<file path="src/rtl/fp8_mul_arbiter.sv">
// Round-robin arbiter feeding one shared FP8 (E4M3) multiplier through a two-stage
// operand/result pipeline; products return with the owning requester index.
module fp8_mul_arbiter #(
  parameter int unsigned NUM_REQ = 4,
  parameter int unsigned DATA_W  = 8,
  parameter int unsigned ID_W    = $clog2(NUM_REQ),
  parameter int unsigned CNT_W   = 16
) (
  input  logic                      clk,
  input  logic                      rst_n,
  input  logic [NUM_REQ-1:0]        req_valid,
  output logic [NUM_REQ-1:0]        req_ready,
  input  logic [NUM_REQ*DATA_W-1:0] req_a,
  input  logic [NUM_REQ*DATA_W-1:0] req_b,
  output logic [DATA_W-1:0]         mul_a,
  output logic [DATA_W-1:0]         mul_b,
  input  logic [DATA_W-1:0]         mul_p,
  output logic                      rsp_valid,
  input  logic                      rsp_ready,
  output logic [DATA_W-1:0]         rsp_data,
  output logic [ID_W-1:0]           rsp_id,
  output logic [CNT_W-1:0]          issued_cnt
);

  localparam int unsigned IdxW = ID_W + 1;

  logic              op_valid_q, op_valid_d;
  logic [DATA_W-1:0] op_a_q, op_a_d;
  logic [DATA_W-1:0] op_b_q, op_b_d;
  logic [ID_W-1:0]   op_id_q, op_id_d;
  logic              rsp_valid_q, rsp_valid_d;
  logic [DATA_W-1:0] rsp_data_q, rsp_data_d;
  logic [ID_W-1:0]   rsp_id_q, rsp_id_d;
  logic [ID_W-1:0]   last_grant_q, last_grant_d;
  logic [CNT_W-1:0]  issued_cnt_q, issued_cnt_d;

  logic              res_load;
  logic              op_free;
  logic              found;
  logic              accept;
  logic [ID_W-1:0]   winner;
  logic [IdxW-1:0]   rr_idx;
  logic [DATA_W-1:0] a_arr [NUM_REQ];
  logic [DATA_W-1:0] b_arr [NUM_REQ];

  always_comb begin
    for (int unsigned i = 0; i < NUM_REQ; i++) begin
      a_arr[i] = req_a[i*DATA_W +: DATA_W];
      b_arr[i] = req_b[i*DATA_W +: DATA_W];
    end
  end

  assign res_load = op_valid_q && (!rsp_valid_q || rsp_ready);
  assign op_free  = !op_valid_q || res_load;

  // Search starts one past the last grant and wraps, so the last winner has lowest priority.
  always_comb begin
    winner = last_grant_q;
    found  = 1'b0;
    rr_idx = '0;
    for (int unsigned k = 1; k <= NUM_REQ; k++) begin
      rr_idx = {1'b0, last_grant_q} + IdxW'(k);
      if (rr_idx >= IdxW'(NUM_REQ)) begin
        rr_idx = rr_idx - IdxW'(NUM_REQ);
      end
      if (!found && req_valid[rr_idx[ID_W-1:0]]) begin
        winner = rr_idx[ID_W-1:0];
        found  = 1'b1;
      end
    end
  end

  // Reset gates the grant so nothing is offered while the pipeline is held clear.
  assign accept = found && op_free && rst_n;

  always_comb begin
    req_ready = '0;
    if (accept) begin
      req_ready[winner] = 1'b1;
    end
  end

  always_comb begin
    op_valid_d   = op_valid_q;
    op_a_d       = op_a_q;
    op_b_d       = op_b_q;
    op_id_d      = op_id_q;
    rsp_valid_d  = rsp_valid_q;
    rsp_data_d   = rsp_data_q;
    rsp_id_d     = rsp_id_q;
    last_grant_d = last_grant_q;
    issued_cnt_d = issued_cnt_q;

    if (accept) begin
      op_valid_d   = 1'b1;
      op_a_d       = a_arr[winner];
      op_b_d       = b_arr[winner];
      op_id_d      = winner;
      last_grant_d = winner;
      issued_cnt_d = issued_cnt_q + CNT_W'(1);
    end else if (res_load) begin
      op_valid_d = 1'b0;
    end

    // A load on the same edge as a drain replaces the old response without a bubble.
    if (res_load) begin
      rsp_valid_d = 1'b1;
      rsp_data_d  = mul_p;
      rsp_id_d    = op_id_q;
    end else if (rsp_valid_q && rsp_ready) begin
      rsp_valid_d = 1'b0;
    end
  end

  always_ff @(posedge clk or negedge rst_n) begin
    if (!rst_n) begin
      op_valid_q   <= 1'b0;
      op_a_q       <= '0;
      op_b_q       <= '0;
      op_id_q      <= '0;
      rsp_valid_q  <= 1'b0;
      rsp_data_q   <= '0;
      rsp_id_q     <= '0;
      last_grant_q <= ID_W'(NUM_REQ - 1);
      issued_cnt_q <= '0;
    end else begin
      op_valid_q   <= op_valid_d;
      op_a_q       <= op_a_d;
      op_b_q       <= op_b_d;
      op_id_q      <= op_id_d;
      rsp_valid_q  <= rsp_valid_d;
      rsp_data_q   <= rsp_data_d;
      rsp_id_q     <= rsp_id_d;
      last_grant_q <= last_grant_d;
      issued_cnt_q <= issued_cnt_d;
    end
  end

  assign mul_a      = op_a_q;
  assign mul_b      = op_b_q;
  assign rsp_valid  = rsp_valid_q;
  assign rsp_data   = rsp_data_q;
  assign rsp_id     = rsp_id_q;
  assign issued_cnt = issued_cnt_q;

endmodule

</file>
<file path="config.mk">
export PLATFORM = sky130hd
export DESIGN_NAME = fp8_mul_arbiter
export DESIGN_NICKNAME = d
export VERILOG_FILES = /design/src/rtl/fp8_mul_arbiter.sv
export SDC_FILE = /design/constraint.sdc
export NUM_CORES = 1
export LEC_CHECK = 0
export CORE_ASPECT_RATIO = 1.2
export CORE_UTILIZATION = 40
export DETAILED_ROUTE_END_ITERATION = 8
export PLACE_DENSITY = 0.8
export SLEW_MARGIN = 10
export SYNTH_ARGS = -nofsm -noshare
export SYNTH_HDL_FRONTEND = slang
export SYNTH_SLANG_ARGS = --single-unit
</file>
<file path="constraint.sdc">
create_clock -name clk -period 3 [get_ports clk]
set_clock_uncertainty 0.15 [all_clocks]
set_input_delay 0.75 -clock clk [delete_from_list [all_inputs] [get_ports clk]]
set_output_delay 0.75 -clock clk [all_outputs]
set_load 0.005 [all_outputs]
</file>
# After elaboration in Yosys (flattened, before gate mapping)
# Index checks and enable logic that the tools add are counted.
# W data, S select, Z words.
[op_classes]
n_mux = 33
n_bitwise = 1
add_sub_neg = 9
reduce_logical = 17
n_lt_le_gt_ge = 11
[op_table]
columns = ["op", "n"]
rows = [
  ["$bmux W8 S2", 2],
  ["$mux W8", 4],
  ["$add A16 B1 Y16 const B", 1],
  ["$mux W2", 8],
  ["$ge A3 B3 Y1 const B", 5],
  ["$lt A2 B3 Y1 const B", 5],
  ["$mux W1", 13],
  ["$bmux W1 S2", 4],
  ["$logic_and A1 B1 Y1", 8],
  ["$sub A2 B1 Y2 const B", 4],
  ["$add A2 B2 Y3 const B", 2],
  ["$logic_not A1 Y1", 5],
  ["$mux W4", 1],
  ["$reduce_bool A2 Y1", 2],
  ["$add A2 B1 Y3 const B", 1],
  ["$add A2 B3 Y3 const B", 1],
  ["$not A2 Y3", 1],
  ["$demux W1 S2", 1],
  ["$ge A2 B1 Y1 const B", 1],
  ["$logic_or A1 B1 Y1", 2],
]
[word_totals]
ff_bits = 48
word_cells = 80
input_bits = 79
output_inout_bits = 47

# Logic depth before layout (Yosys ltp)
# Gate-level depths: netlist (run 1).
[logic_depth]
word_depth = 20
mapped_depth = 8
depth_no_buf = 5

# Worst setup path before layout (run 1)
# OpenSTA, ideal clock, no wires.
[synth_timing]
kind = "input port to output port"
from = "in rsp_ready"
to = "out req_ready[2]"
path_buffers = 2
arrival_time_ns = 1.854
stages = 6
setup_slack_ns = 0.246
required_ns = 2.100
cell_sequence = "nand3b_1 > nor2b_2 > or4b_1 > buf_2 > buf_6 > nor2_1"
[synth_via]
elab_chain_len = 6
[synth_lines]
columns = ["item", "line", "rtl"]
rows = [
  ["from (decl)", "19", "input logic rsp_ready,"],
  ["$logic_or A1 B1 Y1", "53", "assign res_load = op_valid_q && (!rsp_valid_q || rsp_ready);"],
  ["$logic_and A1 B1 Y1", "53", ""],
  ["$logic_or A1 B1 Y1", "54", "assign op_free = !op_valid_q || res_load;"],
  ["$logic_and A1 B1 Y1 (2 in a row)", "74", "assign accept = found && op_free && rst_n;"],
  ["$mux W4", "78", "if (accept) begin"],
  ["to (decl)", "12", "output logic [NUM_REQ-1:0] req_ready,"],
]
# No other way between the ends.

# Worst setup path after layout (run 1)
# Same ends and word-level chain as after synthesis.

==> summary.md, run 1 <==
| Metric | Value |
|---|---|
| Actual slew at the worst max-slew pin | 605 ps |
| Post-synthesis mux area share | roughly 11% |
| Synth Register Bits | 48 |
| Ant diodes | 0 |
| Final Hold Fails | 0 |
| Core Area | between 6000 and 7000 um^2 |
| Hold Startpoint | issued_cnt[15] |
| Clk Latency, worst-skew pair | 300 ps |
| Clock sink count | 48 |
| Total Routing Usage GR | between 20% and 30% |
| Placed inst area | slightly below 4000 um^2 |
| Post-Synth Simple-Gate Area | between 10% and 20% |
| Post-synthesis xor/xnor area fraction | 5.15% |
| Max Slew Vio Count | 0 |
| Worst R2R End | mul_a[7] |
| H-Tree Depth | 2 |
| Die width | around 75 um |
| Share of cells above drive strength 1 | 19.2% |
| Yosys top cell area share | between 40% and 50% |
| Total congestion overflow | 0 |
| DRC | 0 |
| Worst-path fanout max | 2 |
| DP Wirelength | 5150 um |
| Post-synth top cells | dfrtp_1 (46), nor2_1 (28), a211oi_1 (24) |
| Worst-path clk slew | roughly 90 ps |
| Tcrit/Tclk final | approximately 100% |
| Final Power | around 2800 uW |
| Largest net degree at the start of global routing | 49 |
| Met2 GRT Util | between 30% and 40% |
| Root buf cell | clkbuf_8 |
| CP max-delay cell | or4b_4 |
| Post-Syn Area | between 2000 and 3000 um^2 |
| Cell area after layout | 4140 um^2 |
| Vias per inst | 5.13 |
| Initial antenna violation count | 0 |
| Peak supply drop | approximately 380 uV |
| Crit Path Category | primary input to output port |
| Met3 Use GR | around 3.5% |
| Layout Nets | 450 |
| ANT nets after route | 0 |
| Die H | just under 90 um |
| Async set-reset flop share out of synthesis | 100% |
| Hold WC Path Type | flip-flop to flip-flop |
| Area growth from synthesis to layout | 62.4% |
| Pwr dens | between 600 and 700 nW/um^2 |
| Post-synth EDFFs | 0 |
| Met1 Track Usage GR | 26.6% |
| Worst R2R Start | last_grant_q[0] |
| Leading area contributor after synthesis | dfrtp_1 |
| Arrival time at the worst endpoint | around 2100 ps |
| Startpoint Class | primary input |
| Main synth FF type | dfrtp_1 |
| Vias in the first global route | between 2000 and 2500 |
| Vias | 2318 |
| First-pass GRT wire length | 11100 um |
| RSZ-0062 raised after global routing | no |
| Worst Hold Depth | 1 |
| Synth Instances | around 230 |
| Rows | 31 |
| Dominant cells by area after synthesis | dfrtp_1 (45%), a211oi_1 (7.1%), mux2i_1 (6.3%) |
| Sequential cell area fraction in the yosys report | between 40% and 50% |
| GRT busiest layer | met2 |
| Initial core utilization | roughly two fifths |
| Distinct cells, synth | 38 |
| Top-count cell post-synth | dfrtp_1 |
| Data required, critical path | approximately 2100 ps |
| Largest family of logic cells by synthesized area | simple AND/OR/NAND/NOR gates |
| Die ar. | about 6700 um^2 |
| CTS tree | done |
| Detailed-router iteration count before antenna repair | 4 |
| Buf/Inv on CP | 3 |
| RePlAce Congestion | 0.710 |
| Static Leakage | between 0.0015 and 0.002 uW |
| Crit-path cells | dlygate4sd2_1, nand3b_1, nor2b_4, or4b_4, buf_6, nor2_4, buf_2 |
| Worst hold endpoint | issued_cnt[15] |
| Routed WL | ~7000 um |
| Synthesized area per cell | 11.1 um^2 |
| Fin crit period | about 3000 ps |
| Max Freq | between 0.3 and 0.4 GHz |
| Boundary Pins | around 130 |
| Final setup violation count | 0 |
| Mapped Nets | slightly above 300 |
| Fin util | between 60 and 70% |
| FF-to-FF path depth | 7 |
| Worst setup margin | 27.7 ps |
| YS warnings | 0 |
| Average wire per standard cell | 15.7 um |
| DR iter-0 viols | 80 |
| Max incr delay on CP | around 500 ps |
| Post-place setup slack | -647 ps |
| Complex-gate fraction of the synthesized area | approximately 14% |
| Worst Setup End Kind | output port |
| Critical path's top delay family | simple AND/OR/NAND/NOR gates |
| Synth Area in Adders | less than 1% |
| TritonCTS Buffers | 5 |
| Max Buffers Root-to-Sink | 2 |
| Outcome | finished, final reports clean |
| Maxcap violations | 0 |
| PortBufs | 125 |
| Reg2reg setup slack | approximately 700 ps |
| Max-slew headroom | roughly three fifths |
-- timing repair --
item / CTS / global route
setup buffers: 5 / 0
resized for setup: 35 / 5
pin swaps: 3 / 3
setup endpoints to repair: 4 / 4
hold buffers: 0 / 0
gates cloned: 0 / 0
-- where the power goes --
part	total [uW]	switching (uW)	internal [uW]
sequential	1020	156	860
combinational	1260	499	761
clock	541	213	328
-- through the flow --
stage                     std cells  hold slack (ps)  TNS (ps)
after floorplan                 229              304         0
after global placement          440              313     -2290
after detailed placement        440              326     -2330
after CTS                       452              339         0
after global routing            452              360         0
final                           452              333         0
-- state kept, by name, summed over array words and instances, names as in the netlist --
name / flops
issued_cnt: 16
mul_b: 8
mul_a: 8
op_id_q: 2
op_valid_q: 1
rsp_valid: 1
last_grant_q: 2
rsp_data: 8
rsp_id: 2
-- area by class of cell --
class	count	area (um^2)
clock inverter	2	60.1
clock buffer	5	68.8
multi-input combinational	165	1300
fill	504	1950
sequential	48	1200
tap	82	103
timing repair buffer	149	1400
inverter	1	3.75
-- per-layer routing --
layer	wire, um	part of all wire, %	up-vias
li1	-	-	1116
met1	2960	42	1115
met2	3670	52	83
met3	399	5.6	4
met4	53	0.75	0
met5	0	0	-
-- worst max-delay path by stage --
stage / cells past startpoint / slack, ps / endpoint / from
2_1_floorplan: 6 / 250 / req_ready[2] / rsp_ready
3_3_place_gp: 6 / -660 / req_ready[2] / req_valid[3]
3_5_place_dp: 6 / -650 / req_ready[2] / req_valid[0]
4_1_cts: 7 / 30 / req_ready[0] / req_valid[1]
5_1_grt: 7 / 4 / req_ready[3] / rsp_ready
6_report: 7 / 30 / req_ready[2] / rsp_ready
-- cell families (layout without fill, tap and decap cells) --
| kind of cell | after synthesis | after routing |
|---|---|---|
| fa+ha+maj | 1 | 1 |
| compound gates | 41 | 41 |
| mux | 27 | 27 |
| flops | 48 | 48 |
| simple gates | 81 | 81 |
| xor+xnor | 15 | 15 |
| buf+inv | 16 | 157 |
-- placed cells by master (no fill, tap or decap), types with 7 or more instances in the layout --
| master | instances |
|---|---|
| a211oi_1 | 24 |
| a211oi_2 | 8 |
| buf_2 | 7 |
| buf_4 | 22 |
| clkdlybuf4s50_1 | 115 |
| dfrtp_1 | 46 |
| mux2_2 | 11 |
| mux2i_1 | 16 |
| nand2_1 | 10 |
| nor2_1 | 26 |
| nor4b_1 | 16 |
| xnor2_1 | 13 |
No activity file was read; power rests on OpenSTA's default activity.
==> run 2, diff against run 1 <==
--- a/config.mk
+++ b/config.mk
@@ -5,7 +5,7 @@
 export SDC_FILE = /design/constraint.sdc
 export NUM_CORES = 1
 export LEC_CHECK = 0
-export CORE_ASPECT_RATIO = 1.2
+export CORE_ASPECT_RATIO = 0.6
 export CORE_UTILIZATION = 40
 export DETAILED_ROUTE_END_ITERATION = 8
 export PLACE_DENSITY = 0.8
==> constraint.sdc (replaced) <==
create_clock -name clk -period 3.7 [get_ports clk]
set_clock_uncertainty 0.15 [all_clocks]
set_input_delay 0.925 -clock clk [delete_from_list [all_inputs] [get_ports clk]]
set_output_delay 0.925 -clock clk [all_outputs]
set_load 0.005 [all_outputs]
==> summary.md, run 2 (synthesized netlist as in run 1, its figures left out) <==
| Metric | Value |
|---|---|
| Total Routing Usage GR | between 20% and 30% |
| Worst-path clk slew | approximately 90 ps |
| Placed insts | roughly 440 |
| CTS Hold Buffers Added | 0 |
| Total congestion overflow | 0 |
| Fin crit period | ~3600 ps |
| Layout Nets | roughly 470 |
| Initial core utilization | slightly above 40% |
| Vias | 2435 |
| Ant diodes | 0 |
| DR iter-0 viols | 130 |
| Worst Setup End Kind | output port |
| Post-place setup slack | -370 ps |
| Max Buffers Root-to-Sink | 2 |
| ANT nets after route | 0 |
| Max Freq | 0.279 GHz |
| Die ar. | 6710 um^2 |
| Area growth from synthesis to layout | 68.5% |
| Die width | between 100 and 150 um |
| Share of cells above drive strength 1 | 21.2% |
| Average wire per standard cell | approximately 16 um |
| Max Slew Vio Count | 0 |
| Pwr dens | around 530 nW/um^2 |
| Worst setup margin | around 110 ps |
| Initial antenna violation count | 0 |
| Outcome | finished, final reports clean |
| Worst hold endpoint | issued_cnt[15] |
| Detailed-router iteration count before antenna repair | 4 |
| DRC | 0 |
| Vias in the first global route | 2439 |
| RePlAce Congestion | 0.811 |
| Root buf cell | clkbuf_8 |
| Largest net degree at the start of global routing | 49 |
| Die H | between 60 and 70 um |
| First-pass GRT wire length | between 10000 and 15000 um |
| Vias per inst | ~5.2 |
| Tcrit/Tclk final | 97.0% |
| Max-slew headroom | between 50 and 60% |
| Static Leakage | roughly 0.0018 uW |
| Peak supply drop | ~240 uV |
| Arrival time at the worst endpoint | 2510 ps |
| Non-Filler Instances | 470 |
| Worst R2R End | issued_cnt[8] |
| Hold WC Path Type | flip-flop to flip-flop |
| Fin util | between 70% and 80% |
| Worst Hold Depth | 1 |
| Reg2reg setup slack | roughly 840 ps |
| Final Hold Fails | 0 |
| Boundary Pins | about 130 |
| Rows | 22 |
| PortBufs | around 130 |
| H-Tree Depth | 2 |
| Routed WL | 7630 um |
| FF-to-FF path depth | 18 |
| TritonCTS Buffers | 5 |
| Worst-path fanout max | 3 |
| Data required, critical path | around 2600 ps |
| Startpoint Class | primary input |
| Commonest non-fill, non-tap cells in the layout | clkdlybuf4s50_1 (115), dfrtp_1 (46), buf_4 (37) |
| Most common library cell in the layout ignoring fill and taps | clkdlybuf4s50_1 |
| Clk Latency, worst-skew pair | around 300 ps |
| Crit path from | req_valid[2] |
| Clock sink count | 48 |
| Final setup violation count | 0 |
| Core Area | about 6100 um^2 |
| Max reg flops | 16 |
| RSZ-0062 raised after global routing | no |
| Worst R2R Start | rsp_valid |
| Fillers | 460 |
| Crit Path Category | primary input to output port |
| CTS tree | done |
| Hold Startpoint | issued_cnt[15] |
| DP Wirelength | about 5500 um |
| TNS Setup | 0 ps |
| Actual slew at the worst max-slew pin | just over 600 ps |
| Maxcap violations | 0 |
| Final hold slack | ~320 ps |
run 2: cell count changes in the layout (fill, tap and decap cells not counted), moves of 2 or more:
cell and delta:
dlymetal6s2s_1 +2, buf_6 -2, clkdlybuf4s15_1 -2, dlygate4sd2_1 +4
buf_2 -6, buf_4 +15
run 2: final cells by class:
cell class / instances / area, um^2 / area share (%)
Inverter: 1 / 3.75 / 0.0873
Clock inverter: 3 / 46.3 / 1.08
Timing Repair Buffer: 164 / 1570 / 36.6
Tap cell: 84 / 105 / 2.45
Clock buffer: 5 / 68.8 / 1.60
Sequential cell: 48 / 1200 / 28.0
Multi-Input combinational cell: 165 / 1300 / 30.2
run 2: how the worst max path moves through the flow:
stage	endpoint	slack, ps	depth (start not counted)
5_1_grt	req_ready[0]	60	8
2_1_floorplan	req_ready[2]	600	6
3_3_place_gp	req_ready[1]	-360	7
6_report	req_ready[0]	110	8
3_5_place_dp	req_ready[1]	-370	7
4_1_cts	req_ready[1]	-110	8
run 2: repair_timing:
| action | in CTS | in global routing |
|---|---|---|
| endpoints found under the setup margin | 4 | 12 |
| gates cloned | 1 | 0 |
| resized for setup | 18 | 7 |
| buffers inserted | 18 | 0 |
| pin swaps | 2 | 3 |
run 2: power by group:
part	switching, uW	leakage (uW)	internal, uW
clock	186	0.0000548	204
sequential	128	0.000567	697
combinational	432	0.00115	631
total	746	0.00177	1530
run 2: through the flow:
step                instance area (um^2)  power (uW)
floorplan                           2550        1280
global placement                    3970        1820
detailed placement                  3970        1850
CTS                                 4280        2280
global route                        4300        2420
finish                              4300        2280
run 2: worst max-delay path, stage by stage:
cell           delay (ps)
dlygate4sd2_1         270
o41ai_4               420
nor2b_4                70
buf_4                 150
buf_12                110
o31a_1                140
and2_1                160
dlygate4sd2_1         250
run 2: layer usage:
metal / vias to the layer above / share of wire (%) / global-route usage [%] / wire length (um)
met1: 1181 / 48 / 33.7 / 3660
met2: 93 / 45 / 37.8 / 3470
met5: - / 0 / 0 / 0
li1: 1155 / - / - / -
met4: 0 / 0.77 / 4.75 / 59
met3: 6 / 5.9 / 4.69 / 451
==> run 3, diff against run 2 <==
--- a/config.mk
+++ b/config.mk
@@ -6,9 +6,9 @@
 export NUM_CORES = 1
 export LEC_CHECK = 0
 export CORE_ASPECT_RATIO = 0.6
-export CORE_UTILIZATION = 40
+export CORE_UTILIZATION = 44
 export DETAILED_ROUTE_END_ITERATION = 8
-export PLACE_DENSITY = 0.8
+export PLACE_DENSITY = 0.86
 export SLEW_MARGIN = 10
 export SYNTH_ARGS = -nofsm -noshare
 export SYNTH_HDL_FRONTEND = slang
==> summary.md, run 3 (synthesized netlist as in run 1, its figures left out) <==
| Metric | Value |
|---|---|
| Outcome | finished, final reports clean |
| Max Buffers Root-to-Sink | 2 |
| Worst-path fanout max | 3 |
| Worst R2R End | mul_b[3] |
| Worst Hold Depth | 1 |
| Post-place setup slack | -381 ps |
| Fin util | 76.0% |
| Worst-path clk slew | about 100 ps |
| Die H | 61.0 um |
| Crit path from | req_valid[2] |
| Area growth from synthesis to layout | 66.0% |
| Worst setup margin | just under 100 ps |
| Worst Setup End Kind | output port |
| FF-to-FF path depth | 9 |
| Startpoint Class | primary input |
| CP dominant cell by count | dlygate4sd2_1 |
| Ant diodes | 0 |
| Actual slew at the worst max-slew pin | 601 ps |
| Max reg flops | 16 |
| Worst hold endpoint | issued_cnt[15] |
| CTS tree | done |
| Met1 Track Usage GR | between 30% and 40% |
| Layout Nets | around 460 |
| Vias per inst | 5.29 |
| Clk Latency, worst-skew pair | 300 ps |
| Core Area | 5570 um^2 |
| Clock sink count | 48 |
| Met3 Use GR | between 5 and 6% |
| Boundary Pins | 126 |
| Hold WC Path Type | flip-flop to flip-flop |
| Largest net degree at the start of global routing | 49 |
| Routed WL | just under 8000 um |
| Max Freq | approximately 0.28 GHz |
| Worst R2R Start | last_grant_q[1] |
| Initial antenna violation count | 0 |
| Final Hold Fails | 0 |
| Detailed-router iteration count before antenna repair | 4 |
| Average wire per standard cell | 17.1 um |
| Peak supply drop | about 250 uV |
| Die width | roughly 100 um |
| Final setup violation count | 0 |
| DRC | 0 |
| RSZ-0062 raised after global routing | no |
| Max incr delay on CP | between 400 and 500 ps |
| Crit-path cells | dlygate4sd2_1, o41ai_4, nor2b_4, buf_4, buf_12, o31a_1, and2_1, dlygate4sd2_1 |
| CTS Hold Buffers Added | 0 |
| Data required, critical path | 2620 ps |
| TNS Setup | 0 ps |
| Vias in the first global route | 2365 |
| Fin crit period | about 3600 ps |
| Total Routing Usage GR | between 20% and 30% |
| Hold Startpoint | issued_cnt[15] |
| Max Slew Vio Count | 0 |
| PortBufs | 125 |
| H-Tree Depth | 2 |
| Max-slew headroom | 59.9% |
| Die ar. | roughly 6000 um^2 |
| Rows | 21 |
| DR iter-0 viols | 100 |
| Vias | 2419 |
| DP Wirelength | ~5400 um |
| CP max-delay cell | o41ai_4 |
| First-pass GRT wire length | 11700 um |
| Maxcap violations | 0 |
| GRT busiest layer | met2 |
| Static Leakage | between 0.0015 and 0.002 uW |
| Pwr dens | between 500 and 600 nW/um^2 |
| Commonest non-fill, non-tap cells in the layout | clkdlybuf4s50_1 (115), dfrtp_1 (46), nor2_1 (28) |
| Root buf cell | clkbuf_8 |
| TritonCTS Buffers | 5 |
| Share of cells above drive strength 1 | between 10% and 20% |
| Met2 GRT Util | approximately 44% |
| Total congestion overflow | 0 |
| ANT nets after route | 0 |
| Arrival time at the worst endpoint | between 2000 and 3000 ps |
| Crit Path Category | primary input to output port |
| Initial core utilization | a little under half |
| Reg2reg setup slack | between 1000 and 1500 ps |
| Tcrit/Tclk final | a little over nine tenths |
| RePlAce Congestion | ~0.86 |
| Most common library cell in the layout ignoring fill and taps | clkdlybuf4s50_1 |
[run 3: timing repair]
action / CTS / global route
gates resized for setup: 16 / 5
cloned: 1 / 0
hold endpoints to repair: 0 / 0
setup endpoints to repair: 4 / 2
setup buffers: 7 / 2
pin swaps: 1 / 0
[run 3: power by group]
part | internal [uW] | switching, uW | total (uW)
Clock | 272 | 185 | 457
Combinational | 626 | 435 | 1060
Sequential | 697 | 137 | 834
[run 3: worst max path at each step]
stage	to	slack [ps]	cells after the start
2_1_floorplan	req_ready[2]	600	6
3_3_place_gp	req_ready[1]	-350	7
3_5_place_dp	req_ready[1]	-380	7
4_1_cts	req_ready[1]	-110	8
5_1_grt	req_ready[0]	50	8
6_report	req_ready[0]	100	8
[run 3: layout make-up]
cell class	instances	area, um^2
Sequential cell	48	1200
Multi-Input combinational cell	165	1280
Clock inverter	3	68.8
Tap cell	80	100
Inverter	1	3.75
Clock buffer	5	68.8
Timing Repair Buffer	155	1510
Fill cell	396	1340
[run 3: routing by layer]
layer  share of wire [%]  routed length, um
met5                   0                  0
met2                  48               3710
met1                  46               3610
met4                0.46                 36
met3                 5.9                458
[run 3: critical path, delay by kind of cell]
| family | cells | cell delay, ps |
|---|---|---|
| buf+inv | 4 | 800 |
| simple gates | 2 | 240 |
| compound gates | 2 | 550 |
[run 3: stage by stage]
step / cells / instance area [um^2] / power [uW] / hold WS [ps]
detailed placement: 439 / 3960 / 1850 / 328
floorplan: 229 / 2550 / 1280 / 307
global placement: 439 / 3960 / 1820 / 308
finish: 457 / 4230 / 2350 / 336
CTS: 455 / 4210 / 2340 / 340
global route: 457 / 4230 / 2470 / 355
